## config.mk

```make
export PLATFORM = sky130hd
export DESIGN_NAME = awg_cmd_ctrl
export DESIGN_NICKNAME = d
export VERILOG_FILES = /design/src/rtl/awg_cmd_ctrl.sv
export SDC_FILE = /design/constraint.sdc
export NUM_CORES = 1
export LEC_CHECK = 0
export BUFFER_PORTS_ARGS = -buffer_cell sky130_fd_sc_hd__buf_2
export CORE_MARGIN = 2
export CORE_UTILIZATION = 45
export DETAILED_ROUTE_END_ITERATION = 6
export PLACE_DENSITY = 0.67
export SKIP_CTS_REPAIR_TIMING = 1
export SYNTH_ARGS = -nofsm -noshare
export SYNTH_HDL_FRONTEND = slang
export SYNTH_SLANG_ARGS = --single-unit
```

## constraint.sdc

```tcl
create_clock -name clk -period 4.57 [get_ports clk]
set_input_delay 0.457 -clock clk [delete_from_list [all_inputs] [get_ports clk]]
set_output_delay 0.457 -clock clk [all_outputs]
set_load 0.01 [all_outputs]
```

## src/rtl/awg_cmd_ctrl.sv

```systemverilog
// rtl/awg_cmd_ctrl.sv - UART byte-stream command parser driving AWG config registers
// Parses W/F/A/legacy-digit commands, commits atomically and returns a one-byte ack.
module awg_cmd_ctrl #(
    parameter logic [31:0] FREQ_DEFAULT = 32'h0005_3E2D,
    parameter logic [31:0] TIMEOUT_CYC  = 32'd50_000_000
) (
    input  logic        clk,
    input  logic        rst_n,
    input  logic [7:0]  rx_data,
    input  logic        rx_valid,
    output logic [4:0]  wave_sel,
    output logic [31:0] freq_word,
    output logic [7:0]  amp,
    output logic        cfg_update,
    output logic [7:0]  tx_data,
    output logic        tx_valid,
    input  logic        tx_ready,
    output logic        busy
);
    typedef enum logic [2:0] {S_IDLE, S_W_ARG, S_W_END, S_HEX_ARG, S_DISCARD} state_t;

    localparam logic [7:0] ACK_K = 8'h4B;
    localparam logic [7:0] ACK_E = 8'h45;

    function automatic logic is_d(input logic [7:0] b);
        return (b >= 8'h30) && (b <= 8'h34);
    endfunction

    function automatic logic [4:0] d_map(input logic [7:0] b);
        logic [4:0] v;
        case (b)
            8'h31:   v = 5'd0;
            8'h32:   v = 5'd1;
            8'h33:   v = 5'd2;
            8'h34:   v = 5'd3;
            default: v = 5'd10;
        endcase
        return v;
    endfunction

    function automatic logic is_t(input logic [7:0] b);
        return (b == 8'h0D) || (b == 8'h0A);
    endfunction

    function automatic logic is_hex(input logic [7:0] b);
        return ((b >= 8'h30) && (b <= 8'h39)) || ((b >= 8'h41) && (b <= 8'h46)) ||
               ((b >= 8'h61) && (b <= 8'h66));
    endfunction

    // Letters A-F / a-f have low nibble 1..6, so adding 9 yields 10..15.
    function automatic logic [3:0] hex_nib(input logic [7:0] b);
        return (b <= 8'h39) ? b[3:0] : (b[3:0] + 4'd9);
    endfunction

    state_t      state_q, state_d;
    logic        tgt_q, tgt_d;
    logic [3:0]  cnt_q, cnt_d;
    logic [31:0] shadow_q, shadow_d;
    logic [31:0] tmo_q, tmo_d;
    logic [4:0]  wave_sel_q, wave_sel_d;
    logic [31:0] freq_word_q, freq_word_d;
    logic [7:0]  amp_q, amp_d;
    logic        cfg_update_q, cfg_update_d;
    logic [7:0]  tx_data_q, tx_data_d;
    logic        tx_valid_q, tx_valid_d;
    logic        busy_q, busy_d;
    logic        ack_new;
    logic [7:0]  ack_byte;
    logic [3:0]  hex_max;

    always_comb begin
        state_d      = state_q;
        tgt_d        = tgt_q;
        cnt_d        = cnt_q;
        shadow_d     = shadow_q;
        wave_sel_d   = wave_sel_q;
        freq_word_d  = freq_word_q;
        amp_d        = amp_q;
        cfg_update_d = 1'b0;
        ack_new      = 1'b0;
        ack_byte     = ACK_E;
        hex_max      = tgt_q ? 4'd8 : 4'd2;
        tmo_d        = (state_q == S_IDLE || rx_valid) ? 32'd0 : tmo_q + 32'd1;

        if (rx_valid) begin
            case (state_q)
                S_IDLE: begin
                    if (is_d(rx_data)) begin
                        wave_sel_d   = d_map(rx_data);
                        cfg_update_d = 1'b1;
                        ack_new      = 1'b1;
                        ack_byte     = ACK_K;
                    end else if (rx_data == 8'h57) begin
                        state_d = S_W_ARG;
                    end else if (rx_data == 8'h46 || rx_data == 8'h41) begin
                        state_d  = S_HEX_ARG;
                        shadow_d = 32'd0;
                        cnt_d    = 4'd0;
                        tgt_d    = (rx_data == 8'h46);
                    end else if (!is_t(rx_data)) begin
                        ack_new = 1'b1;
                    end
                end
                S_W_ARG: begin
                    if (is_d(rx_data)) begin
                        shadow_d = {27'd0, d_map(rx_data)};
                        state_d  = S_W_END;
                    end else if (is_t(rx_data)) begin
                        ack_new = 1'b1;
                        state_d = S_IDLE;
                    end else begin
                        state_d = S_DISCARD;
                    end
                end
                S_W_END: begin
                    if (is_t(rx_data)) begin
                        wave_sel_d   = shadow_q[4:0];
                        cfg_update_d = 1'b1;
                        ack_new      = 1'b1;
                        ack_byte     = ACK_K;
                        state_d      = S_IDLE;
                    end else begin
                        state_d = S_DISCARD;
                    end
                end
                S_HEX_ARG: begin
                    if (is_hex(rx_data)) begin
                        if (cnt_q < hex_max) begin
                            shadow_d = {shadow_q[27:0], hex_nib(rx_data)};
                            cnt_d    = cnt_q + 4'd1;
                        end else begin
                            state_d = S_DISCARD;
                        end
                    end else if (is_t(rx_data)) begin
                        ack_new = 1'b1;
                        state_d = S_IDLE;
                        if (cnt_q != 4'd0) begin
                            if (tgt_q) freq_word_d = shadow_q;
                            else       amp_d       = shadow_q[7:0];
                            cfg_update_d = 1'b1;
                            ack_byte     = ACK_K;
                        end
                    end else begin
                        state_d = S_DISCARD;
                    end
                end
                default: begin
                    if (is_t(rx_data)) begin
                        ack_new = 1'b1;
                        state_d = S_IDLE;
                    end
                end
            endcase
        end else if (state_q != S_IDLE && tmo_q == TIMEOUT_CYC - 32'd1) begin
            ack_new = 1'b1;
            state_d = S_IDLE;
        end

        // Single-entry ack slot: newest ack always wins, handshake alone drains it.
        tx_data_d  = ack_new ? ack_byte : tx_data_q;
        tx_valid_d = ack_new ? 1'b1 : (tx_valid_q && !tx_ready);
        busy_d     = (state_d != S_IDLE);
    end

    always_ff @(posedge clk or negedge rst_n) begin
        if (!rst_n) begin
            state_q      <= S_IDLE;
            tgt_q        <= 1'b0;
            cnt_q        <= 4'd0;
            shadow_q     <= 32'd0;
            tmo_q        <= 32'd0;
            wave_sel_q   <= 5'd3;
            freq_word_q  <= FREQ_DEFAULT;
            amp_q        <= 8'hFF;
            cfg_update_q <= 1'b0;
            tx_data_q    <= 8'h00;
            tx_valid_q   <= 1'b0;
            busy_q       <= 1'b0;
        end else begin
            state_q      <= state_d;
            tgt_q        <= tgt_d;
            cnt_q        <= cnt_d;
            shadow_q     <= shadow_d;
            tmo_q        <= tmo_d;
            wave_sel_q   <= wave_sel_d;
            freq_word_q  <= freq_word_d;
            amp_q        <= amp_d;
            cfg_update_q <= cfg_update_d;
            tx_data_q    <= tx_data_d;
            tx_valid_q   <= tx_valid_d;
            busy_q       <= busy_d;
        end
    end

    assign wave_sel   = wave_sel_q;
    assign freq_word  = freq_word_q;
    assign amp        = amp_q;
    assign cfg_update = cfg_update_q;
    assign tx_data    = tx_data_q;
    assign tx_valid   = tx_valid_q;
    assign busy       = busy_q;
endmodule
```

==> flow_summary.yaml <==
placed_design:
  preCtsSetupSlack_ns: 1.32
  dp_hpwl_mm: 8.54
  io_buffers: 64
  gp_congestion: 0.911
setup_path:
  crit_fanout: 37
  arrival_ns: 3.31
  r2r_start: "state_q[1]$_DFF_PN0_"
  reg2reg_depth: 4
  max_stage_delay_ns: 0.89
  r2r_slack_ns: 1.56
  end_kind: "flip-flop"
  cpMaxStageDelayCell: "nand4_2"
  worstSetupPathType: "flip-flop to flip-flop"
  required_ns: 4.87
  reg2reg_to: "freq_word[17]$_DFFE_PN0P_"
  worst_setup_path_start_kind: "flip-flop"
  crit_chain: "nand3b_1 > a21oi_1 > nand4_2 > mux2_1"
cells_and_area:
  layout_common_cells: "102 x dfrtp_1, 63 x buf_2, 40 x nor2_1"
  synthToLayoutAreaGrowth_pct: 17.7
  final_common_cell: "dfrtp_1"
  drive_gt1_frac: 0.230
  antennaDiodeCount: 0
  fin_nets: 603
floorplanning:
  rows: 41
  die_w_um: 118
  die-area_um2: 14000
  io-pin-count: 68
  core_area_um2: 12700
  fp.dieH_um: 118
  initial_core_util: 0.464
logic_synthesis:
  synth.area.top_cells: "dfrtp_1 43%, dfstp_2 9.4%, mux2_1 6.7%"
  ys_seq_area_frac: 0.528
  synth_top_area_frac: 0.434
  synth_cell_types: 68
  yosysTopAreaCell: "dfrtp_1"
  syn_area_um2: 5880
  syn_area_per_cell_um2: 11.2
  synth_ff_type: "dfrtp_1"
  synth-edff-count: 0
  syn-instance-count: 523
  synthArstFlopShare: 1.00
  yosys_register_bits: 123
  yosysWarningCount: 0
drt:
  finalWirelength_mm: 12.6
  first_iter_violations: 182
  dr.pass1.iters: 4
  viasPerCell: 5.49
  avgRoutedWirePerCell_um: 16.5
  vias: 4209
  drtAntennaViolNets: 0
  drcViolationCount: 0
sta:
  tns_ns: 0
  slew_violations: 0
  setup_viol: 0
  min_period_over_period: 0.658
  min_period_ns: 3.01
  worstMarginPinSlew_ns: 1.10
  slew_headroom: 0.265
  setup_slack_ns: 1.56
  fin_skew_ns: 0.00732
  max_clock_freq_mhz: 333
  rsz0062_at_grt: "false"
  hold_slack_ns: 0.194
  hold_violations: 0
clocking:
  clk_latency_ns: 0.42
  cts_made_buffers: 17
  clk_pin_slew_ns: 0.06
  cts_tree: "yes"
  clock-sinks: 123
  cts_max_path_buffers: 2
  clockRootBuffer: "clkbuf_16"
  htreeDepth: 4
power:
  power_uw: 2690
  p_per_area_nw_per_um2: 388
  peakVddDrop_mv: 0.268
  power_leakage_uw: 0.00322
flow_run:
  drv_cap: 0
global_routing:
  grt_max_degree: 79
  antenna_found_initial: 0
  grt_pass1_vias: 4212
  grt_usage: 0.193
  grt_pass1_wl_mm: 21.5
  gr-total-overflow: 0
status:
  outcome: "finished, final reports clean"
hold_path:
  hp-class: "input pin to async pin"
==> cells by family (layout without fill, tap and decap cells) <==
kind of cell             Yosys count  in the layout  share of synthesized area
AND/OR/NAND/NOR                  169            169                      0.155
XOR/XNOR                          26             26                     0.0387
buffers and inverters             51            121                     0.0408
multiplexers                      55             55                      0.103
flip-flops                       123            123                      0.528
adder cells (fa/ha/maj)            9              9                     0.0191
other                              1              3                   0.000637
AO/OA/AOI/OAI                     89             89                      0.115
==> metrics by stage <==
step | area [µm²] | cells | utilization
2_1_floorplan | 5890 | 525 | -
3_3_place_gp | 6290 | 735 | 0.497
3_5_place_dp | 6290 | 735 | 0.497
4_1_cts | 6920 | 767 | 0.546
5_1_grt | 6920 | 767 | 0.546
6_report | 6920 | 767 | 0.546
==> where the power goes <==
group | leakage, µW | switching (µW) | internal (µW) | total [µW]
Clock | 0.000293 | 477 | 941 | 1420
Combinational | 0.00131 | 99.5 | 42.9 | 142
Sequential | 0.00162 | 19.5 | 1110 | 1130
Total | 0.00322 | 596 | 2090 | 2690
==> synthesized netlist by cell type, types with 12 or more instances <==
| master | count |
|---|---|
| dfrtp_1 | 102 |
| nor2_1 | 40 |
| mux2_1 | 35 |
| nand2_1 | 33 |
| a22o_1 | 24 |
| dfstp_2 | 21 |
| inv_1 | 21 |
| nand3_1 | 17 |
| o21ai_0 | 17 |
| xnor2_1 | 14 |
| a21oi_1 | 13 |
| clkbuf_1 | 13 |
| mux2i_1 | 12 |
| xor2_1 | 12 |
==> flip-flops by register name, indices dropped and copies added (netlist names) <==
| signal | cells |
|---|---|
| shadow_q | 32 |
| amp | 8 |
| cnt_q | 4 |
| tmo_q | 32 |
| busy | 1 |
| state_q | 3 |
| tx_valid | 1 |
| cfg_update | 1 |
| tgt_q | 1 |
| freq_word | 32 |
| tx_data | 3 |
| wave_sel | 5 |
==> critical path, delay by kind of cell (launching register included) <==
kind | cells | cell delay (ns)
AO/OA/AOI/OAI | 1 | 0.37
flip-flops | 1 | 0.58
multiplexers | 1 | 0.66
AND/OR/NAND/NOR | 2 | 1.27
==> how the worst max path moves through the flow <==
stage | from | to | slack [ns] | depth (start not counted)
after global routing | state_q[1]$_DFF_PN0_ | freq_word[23]$_DFFE_PN0P_ | 1.24 | 4
after CTS | state_q[1]$_DFF_PN0_ | freq_word[23]$_DFFE_PN0P_ | 1.47 | 4
after detailed placement | rx_data[1] | freq_word[24]$_DFFE_PN0P_ | 1.32 | 7
final | state_q[1]$_DFF_PN0_ | freq_word[17]$_DFFE_PN0P_ | 1.56 | 4
after floorplan | rx_data[4] | cnt_q[0]$_DFFE_PN0P_ | 2.16 | 6
after global placement | rx_data[4] | freq_word[7]$_DFFE_PN0P_ | 1.46 | 5
==> metal layers <==
layer / vias up / part of all wire / global-route usage
met2: 97 / 0.49 / 0.310
met3: 26 / 0.038 / 0.0439
met4: 0 / 0.025 / 0.0896
met5: - / 0 / 0
met1: 2079 / 0.45 / 0.248
li1: 2007 / - / -
==> cell type report <==
cell class	instances	area [µm²]
clock buffers	22	464
clock inverters	10	164
fillers	1117	5750
inverters	22	82.6
multi-input cells	351	2550
flip-flops and latches	123	3100
well taps	172	215
repair buffers	67	345
No activity file was read; power rests on OpenSTA's default activity.
